File: src/rtl/serial_adder.sv
// Bit-serial adder: one full-adder cell, operands shifted LSB first through it,
// with a Start/Busy/Done handshake and registered result outputs.

module full_adder (
    input  logic A_In,
    input  logic B_In,
    input  logic Carry_In,
    output logic Sum_Out,
    output logic Carry_Out
);
    assign Sum_Out   = A_In ^ B_In ^ Carry_In;
    assign Carry_Out = (A_In & B_In) | (Carry_In & (A_In ^ B_In));
endmodule

module serial_adder #(
    parameter int DATA_WIDTH = 8
) (
    input  logic                  Clock_In,
    input  logic                  Reset_n_In,
    input  logic                  Start_In,
    input  logic [DATA_WIDTH-1:0] Data_A_In,
    input  logic [DATA_WIDTH-1:0] Data_B_In,
    input  logic                  Carry_In,
    output logic                  Busy_Out,
    output logic                  Done_Out,
    output logic [DATA_WIDTH-1:0] Sum_Out,
    output logic                  Carry_Out
);
    localparam int CNT_W = $clog2(DATA_WIDTH + 1);

    typedef enum logic [1:0] {
        IDLE = 2'd0,
        RUN  = 2'd1,
        DONE = 2'd2
    } state_t;

    state_t                state_q, state_d;
    logic [DATA_WIDTH-1:0] a_sh_q, a_sh_d;
    logic [DATA_WIDTH-1:0] b_sh_q, b_sh_d;
    logic [DATA_WIDTH-1:0] s_sh_q, s_sh_d;
    logic                  c_q, c_d;
    logic [CNT_W-1:0]      count_q, count_d;
    logic [DATA_WIDTH-1:0] sum_q, sum_d;
    logic                  carry_q, carry_d;

    logic fa_sum;
    logic fa_carry;

    full_adder u_full_adder (
        .A_In      (a_sh_q[0]),
        .B_In      (b_sh_q[0]),
        .Carry_In  (c_q),
        .Sum_Out   (fa_sum),
        .Carry_Out (fa_carry)
    );

    always_comb begin
        // NOTE: every *_d defaults to its *_q first, so no path through the case leaves a latch.
        state_d = state_q;
        a_sh_d  = a_sh_q;
        b_sh_d  = b_sh_q;
        s_sh_d  = s_sh_q;
        c_d     = c_q;
        count_d = count_q;
        sum_d   = sum_q;
        carry_d = carry_q;

        case (state_q)
            IDLE, DONE: begin
                if (Start_In) begin
                    a_sh_d  = Data_A_In;
                    b_sh_d  = Data_B_In;
                    c_d     = Carry_In;
                    count_d = '0;
                    state_d = RUN;
                end else begin
                    state_d = IDLE;
                end
            end
            RUN: begin
                a_sh_d  = a_sh_q >> 1;
                b_sh_d  = b_sh_q >> 1;
                // Index assignment rather than a concatenation keeps DATA_WIDTH=1 legal.
                s_sh_d  = s_sh_q >> 1;
                s_sh_d[DATA_WIDTH-1] = fa_sum;
                c_d     = fa_carry;
                count_d = count_q + CNT_W'(1);
                if (count_q == CNT_W'(DATA_WIDTH - 1)) begin
                    sum_d   = s_sh_d;
                    carry_d = fa_carry;
                    state_d = DONE;
                end
            end
            default: state_d = IDLE;
        endcase
    end

    // NOTE: sequential state uses non-blocking assignments so all flops update from pre-edge values.
    always_ff @(posedge Clock_In) begin
        if (!Reset_n_In) begin
            state_q <= IDLE;
            a_sh_q  <= '0;
            b_sh_q  <= '0;
            s_sh_q  <= '0;
            c_q     <= 1'b0;
            count_q <= '0;
            sum_q   <= '0;
            carry_q <= 1'b0;
        end else begin
            state_q <= state_d;
            a_sh_q  <= a_sh_d;
            b_sh_q  <= b_sh_d;
            s_sh_q  <= s_sh_d;
            c_q     <= c_d;
            count_q <= count_d;
            sum_q   <= sum_d;
            carry_q <= carry_d;
        end
    end

    assign Busy_Out  = (state_q == RUN);
    assign Done_Out  = (state_q == DONE);
    assign Sum_Out   = sum_q;
    assign Carry_Out = carry_q;

endmodule

File: config.mk
export PLATFORM = sky130hd
export DESIGN_NAME = serial_adder
export DESIGN_NICKNAME = d
export VERILOG_FILES = /design/src/rtl/serial_adder.sv
export SDC_FILE = /design/constraint.sdc
export NUM_CORES = 1
export LEC_CHECK = 0
export ABC_AREA = 1
export CAP_MARGIN = 5
export CORE_MARGIN = 3
export CORE_UTILIZATION = 47
export CTS_CLUSTER_SIZE = 40
export DETAILED_ROUTE_END_ITERATION = 8
export PLACE_DENSITY = 0.75
export SLEW_MARGIN = 10
export SYNTH_ARGS = -nofsm -noshare
export SYNTH_HDL_FRONTEND = slang
export SYNTH_SLANG_ARGS = --single-unit
export TNS_END_PERCENT = 1
File: constraint.sdc
create_clock -name Clock_In -period 1.2 [get_ports Clock_In]
set_input_delay 0.12 -clock Clock_In [delete_from_list [all_inputs] [get_ports Clock_In]]
set_output_delay 0.12 -clock Clock_In [all_outputs]
set_load 0.02 [all_outputs]
# [After elaboration in Yosys (flattened, before gate mapping)]
# Cells that the tools add are included.
# Widths: inputs -> output; s select.
[classes] n_addsub=1 multipliers=0 div_mod_pow=0 magnitude_cmp=0 n_eq_ne=5 n_shift=0 mux=11 bitwise=5 n_reduce_logical=5
[ops] op="$pmux 8 s2" count=2
[ops] op="$mux 8" count=2
[ops] op="$pmux 4 s2" count=1
[ops] op="$add 4x1->4 const B" count=1
[ops] op="$eq 4x3->1 const B" count=1
[ops] op="$mux 4" count=1
[ops] op="$pmux 2 s2" count=1
[ops] op="$reduce_and 2->1" count=2
[ops] op="$and 1x1->1" count=2
[ops] op="$eq 2x1->1 const B" count=1
[ops] op="$eq 2x2->1 const B" count=1
[ops] op="$logic_not 2->1" count=1
[ops] op="$mux 1" count=2
[ops] op="$mux 2" count=1
[ops] op="$ne 2x1->1 const B" count=1
[ops] op="$ne 2x2->1 const B" count=1
[ops] op="$pmux 1 s2" count=1
[ops] op="$reduce_bool 2->1" count=1
[ops] op="$reduce_or 2->1" count=1
[ops] op="$xor 1x1->1" count=2
[ops] op="$or 1x1->1" count=1
[word_totals] register_bits=40 latch_bits=0 ram_bits=0 mem_bits_ro=0 in_bits=20 mem_count=0

# [Depth between registers and ports, before layout]
[depth] ltp_word=4 ltp_mapped=7 mapped_depth_nobuf=6

# [Hierarchy]
# From an unflattened synthesis, not the netlist that was laid out.
[hier_totals] hier_cells=241 area_unflattened_um2=1767.9
[modules_own_cells] mod="serial_adder" n_inst=1 cells_each=240 area_each_um2=1747.9 seq_area_each_um2=780.7
[modules_own_cells] mod="full_adder" n_inst=1 cells_each=1 area_each_um2=20.0 seq_area_each_um2=0.0

# [Worst setup path before layout]
# Ideal clock, no wire load.
[synth_timing] path_type="register to register" startpoint="register c_q" endpoint="register s_sh_q[7]" setup_time_ns=0.116 arrival_ns=0.984 required_time_ns=1.084 setup_slack_ns=0.101 stages_incl_launch_ff=4 path_buffers=0 period_less_slack_ns=1.099 path_cell_list="dfxtp_1 fa_1 o21ai_0 nor2_1"
[synth_via] elab_chain_len=1
[synth_rtl] element="start, declared" line="41" source="logic c_q, c_d;"
[synth_rtl] element="start signal, assigned" line="105" source="c_q <= 1'b0;"
[synth_rtl] element="start signal, assigned" line="114" source="c_q <= c_d;"
[synth_rtl] element="$xor 1x1->1" line="11" source="assign Sum_Out = A_In ^ B_In ^ Carry_In;"
[synth_rtl] element="net fa_sum" line="46" source="logic fa_sum;"
[synth_rtl] element="end signal, assigned" line="113" source="s_sh_q <= s_sh_d;"
[synth_rtl] element="end, declared" line="40" source="logic [DATA_WIDTH-1:0] s_sh_q, s_sh_d;"
# The timed path passes the listed nets, and every way through them passes these cells.
# A chain may end at the register's enable or synchronous reset.

# [Worst setup path after layout]
[layout_timing] startpoint="register state_q[1]" endpoint="register b_sh_q[5]"
[layout_via] elab_chain_len=4 word_cells_on_any_way=8 classes_between="eq/ne: 3; mux: 1; reduce/logical: 4"
[layout_rtl] element="start, declared" line="37" source="state_t state_q, state_d;"
[layout_rtl] element="start signal, assigned" line="110" source="state_q <= state_d;"
[layout_rtl] element="$eq 2x2->1 or $logic_not 2->1 (tied branches)" line="68" source="case (state_q)"
[layout_rtl] element="$reduce_or 2->1" line="68"
[layout_rtl] element="$ne 2x2->1 (no source line) or $reduce_bool 2->1 (tied branches)"
[layout_rtl] element="$reduce_and 2->1 (no source line)"
[layout_rtl] element="end signal, assigned" line="112" source="b_sh_q <= b_sh_d;"
[layout_rtl] element="end, declared" line="39" source="logic [DATA_WIDTH-1:0] b_sh_q, b_sh_d;"
# Parallel ways exist; a longest one is shown, timed or not.

==> reports/results.txt <==
outcome: completed
final setup fails: 0
R2R setup slack: 0.06 ns
path type of the worst setup path: reg2reg
flops & latches, synth: 39
Cells after Synth: 241
Final Hold Viols: 0
final core area utilization: 67.1%
largest net degree at the start of global routing: 17
hold path cells: 3
gpl congestion: 0.812
HPWL after DPL: 2.73 mm
Critical Path RT: 1.41 ns
htree depth: 2
Tot Pwr: 2.68 mW
part of the power in registers: 52.6%
Max IR drop VDD: 0.642 mV
Post-Layout Cell Count: 329
Worst Tran Pin Value: 0.221 ns
Critical Path Max Stage Delay: 0.36 ns
die width: 67.3 um
ant diodes: 0
Worst Skew: 0.00385 ns
Setup crit end kind: flip-flop
final setup TNS: 0 ns
# DRC: 0
Clock Pin Slew Worst Setup and Hold Paths: 0.07 ns
Area growth syn-to-layout: 31.6%
PwrDens: 1150 nW/um^2
worst hold path startpoint: Data_B_In[7]
most frequent cells in the layout: 68 x nand3_1, 35 x dfxtp_1, 33 x nand2_1
Final min period: 1.14 ns
post-synthesis sequential area ratio: 44.2%
Sw Ratio: 26.2%
crit-path leading delay family: buffers and inverters
Worst Hold Class: in2reg
Placed Cells: 321
core area: 3470 sq um
DIE HEIGHT: 67.3 um
CTS Root Cell: clkbuf_8
Synthesized Nets: 263
row count: 21
CTS Sinks: 39
period utilisation layout: 94.9%
count of input and output buffers: 30
slowest CP cell: dfxtp_2
synth warn: 0
Cell variety after synth: 19
Clock power frac: 31.3%
reg2reg path depth: 6
average wire per standard cell: 11.7 um
Hold Buf Count CTS: 0
Pint: 1.98 mW
CTS Buffer Depth: 2
crit start category: flip-flop
Total Nets Final: 304
final instance area: 2330 sq um
total of max-cap violations: 0
worst r2r src: state_q[1]
DR vias/cell: 5.07
vias in the first global route: 1498
RR Endpoint: b_sh_q[5]
Clock Latency Late Sink: 0.28 ns
Static Leak: 1.06 nW
Via Count: 1669
full die area: 4530 sq um
DP Area: 2190 sq um
Detail Route Antenna Nets: 0
DRT Pass-1 Iters: 4
Post-CTS Setup Repair Bufs: 0
initial core utilization: 51.0%
first-pass GRT wire length: 6.47 mm
fin. max-slew vios: 0
worst hold endpoint: b_sh_q[7]
antenna violations before repair: 0
Detailed Route WL: 3.84 mm
Slew HR: 85.2%
TritonCTS clock tree: built
worst-path fanout max: 16
share of cells above drive strength 1: 15.5%
Filler Cells Inserted: 308
GRT Total Usage: 18.4%
Arr. time, crit path: 1.35 ns
# IOs: 31
commonest non-fill, non-tap cell in the layout: nand3_1
max frequency: 878 MHz
Switching Power: 0.701 mW
Cell Chain, Critical Path: inv_2 > buf_12 > nand2_4 > buf_4 > nand3_1 > a21oi_1
Congestion Overflow GR: 0
Post-Syn Area per Cell: 7.34 sq um
Buf/Inv on CP: 3
Cell Area, Synth: 1770 sq um
cts bufs inserted: 5
starting DRC count in detailed routing: 102
Combinational Power Share: 16.1%
[worst max path at each step]
stage	start	end	slack (ns)	depth (start not counted)
after floorplan	c_q	s_sh_q[7]	0.10	3
after global placement	state_q[1]	Done_Out	-0.10	3
after detailed placement	state_q[1]	s_sh_q[6]	-0.11	6
after CTS	state_q[1]	Done_Out	0.005	3
after global routing	state_q[1]	b_sh_q[5]	-0.01	6
final	state_q[1]	b_sh_q[5]	0.06	6
[timing repair]
| action | 4_1_cts | 5_1_grt |
|---|---|---|
| setup endpoints to repair | 47 | 37 |
| cloned | 0 | 0 |
| pin swaps | 0 | 3 |
| gates resized for setup | 24 | 18 |
[tightest hold or removal path, cell delays in order]
cell and delay, ns:
clkdlybuf4s50_1 0.40, nand2_1 0.06, a21oi_1 0.05
[layer usage]
metal,track usage [%],wire length [um],vias up
li1,-,-,871
met1,23.9,1750,752
met2,30.8,1870,41
met3,3.49,179,5
met4,5.57,42,0
met5,0,0,-
[stage by stage]
| stage | worst slack, ns | hold WS [ns] |
|---|---|---|
| detailed placement | -0.114 | 0.457 |
| global placement | -0.101 | 0.438 |
| finish | 0.0614 | 0.395 |
| floorplan | 0.101 | 0.267 |
| CTS | 0.00464 | 0.394 |
| global route | -0.0118 | 0.424 |
[flip-flops by register name, indices dropped and copies added (netlist names)]
| signal | cells |
|---|---|
| Sum_Out | 8 |
| state_q | 2 |
| b_sh_q | 8 |
| count_q | 4 |
| c_q | 1 |
| a_sh_q | 8 |
| s_sh_q | 7 |
| Carry_Out | 1 |
[power by group through the flow]
stage	combinational, mW	clock, mW	sequential, mW
floorplan	0.265	0	1.42
global placement	0.405	0	1.43
detailed placement	0.411	0	1.43
CTS	0.415	0.854	1.41
global route	0.485	0.907	1.42
finish	0.433	0.840	1.41
[Yosys cell counts]
library cell   n  share of area [%]
inv_4          1               0.35
buf_4          4                1.7
a21oi_1       22                6.2
nand2_1       33                7.0
inv_2          1               0.21
o21ai_0        9                2.5
clkbuf_1       3               0.64
nor2_1        23                4.9
nand2_2        3                1.1
buf_6          3                1.9
ha_1           1               0.71
buf_1          1               0.21
buf_2          6                1.7
fa_1           1                1.1
nor2_8         1                1.1
inv_1         20                4.2
nor2_4         1               0.64
dfxtp_1       39                 44
nand3_1       69                 20
[cell families after synthesis]
family	after synthesis	share of synthesized area, %
and+or+nand+nor	130	34.3
buffers and inverters	39	11.0
DFF	39	44.2
AOI/OAI and AO/OA	31	8.78
adders and majority gates	2	1.84
[cell type report]
| class | count | area, sq um | share of cell area [%] |
|---|---|---|---|
| timing repair buffer | 51 | 477 | 20.5 |
| clock inverter | 1 | 5.00 | 0.215 |
| clock buffer | 7 | 76.3 | 3.28 |
| multi-input combinational | 163 | 837 | 36.0 |
| sequential | 39 | 788 | 33.9 |
| inverter | 22 | 85.1 | 3.66 |
| tap | 46 | 57.6 | 2.47 |
Power figures use the tool's default switching activity.
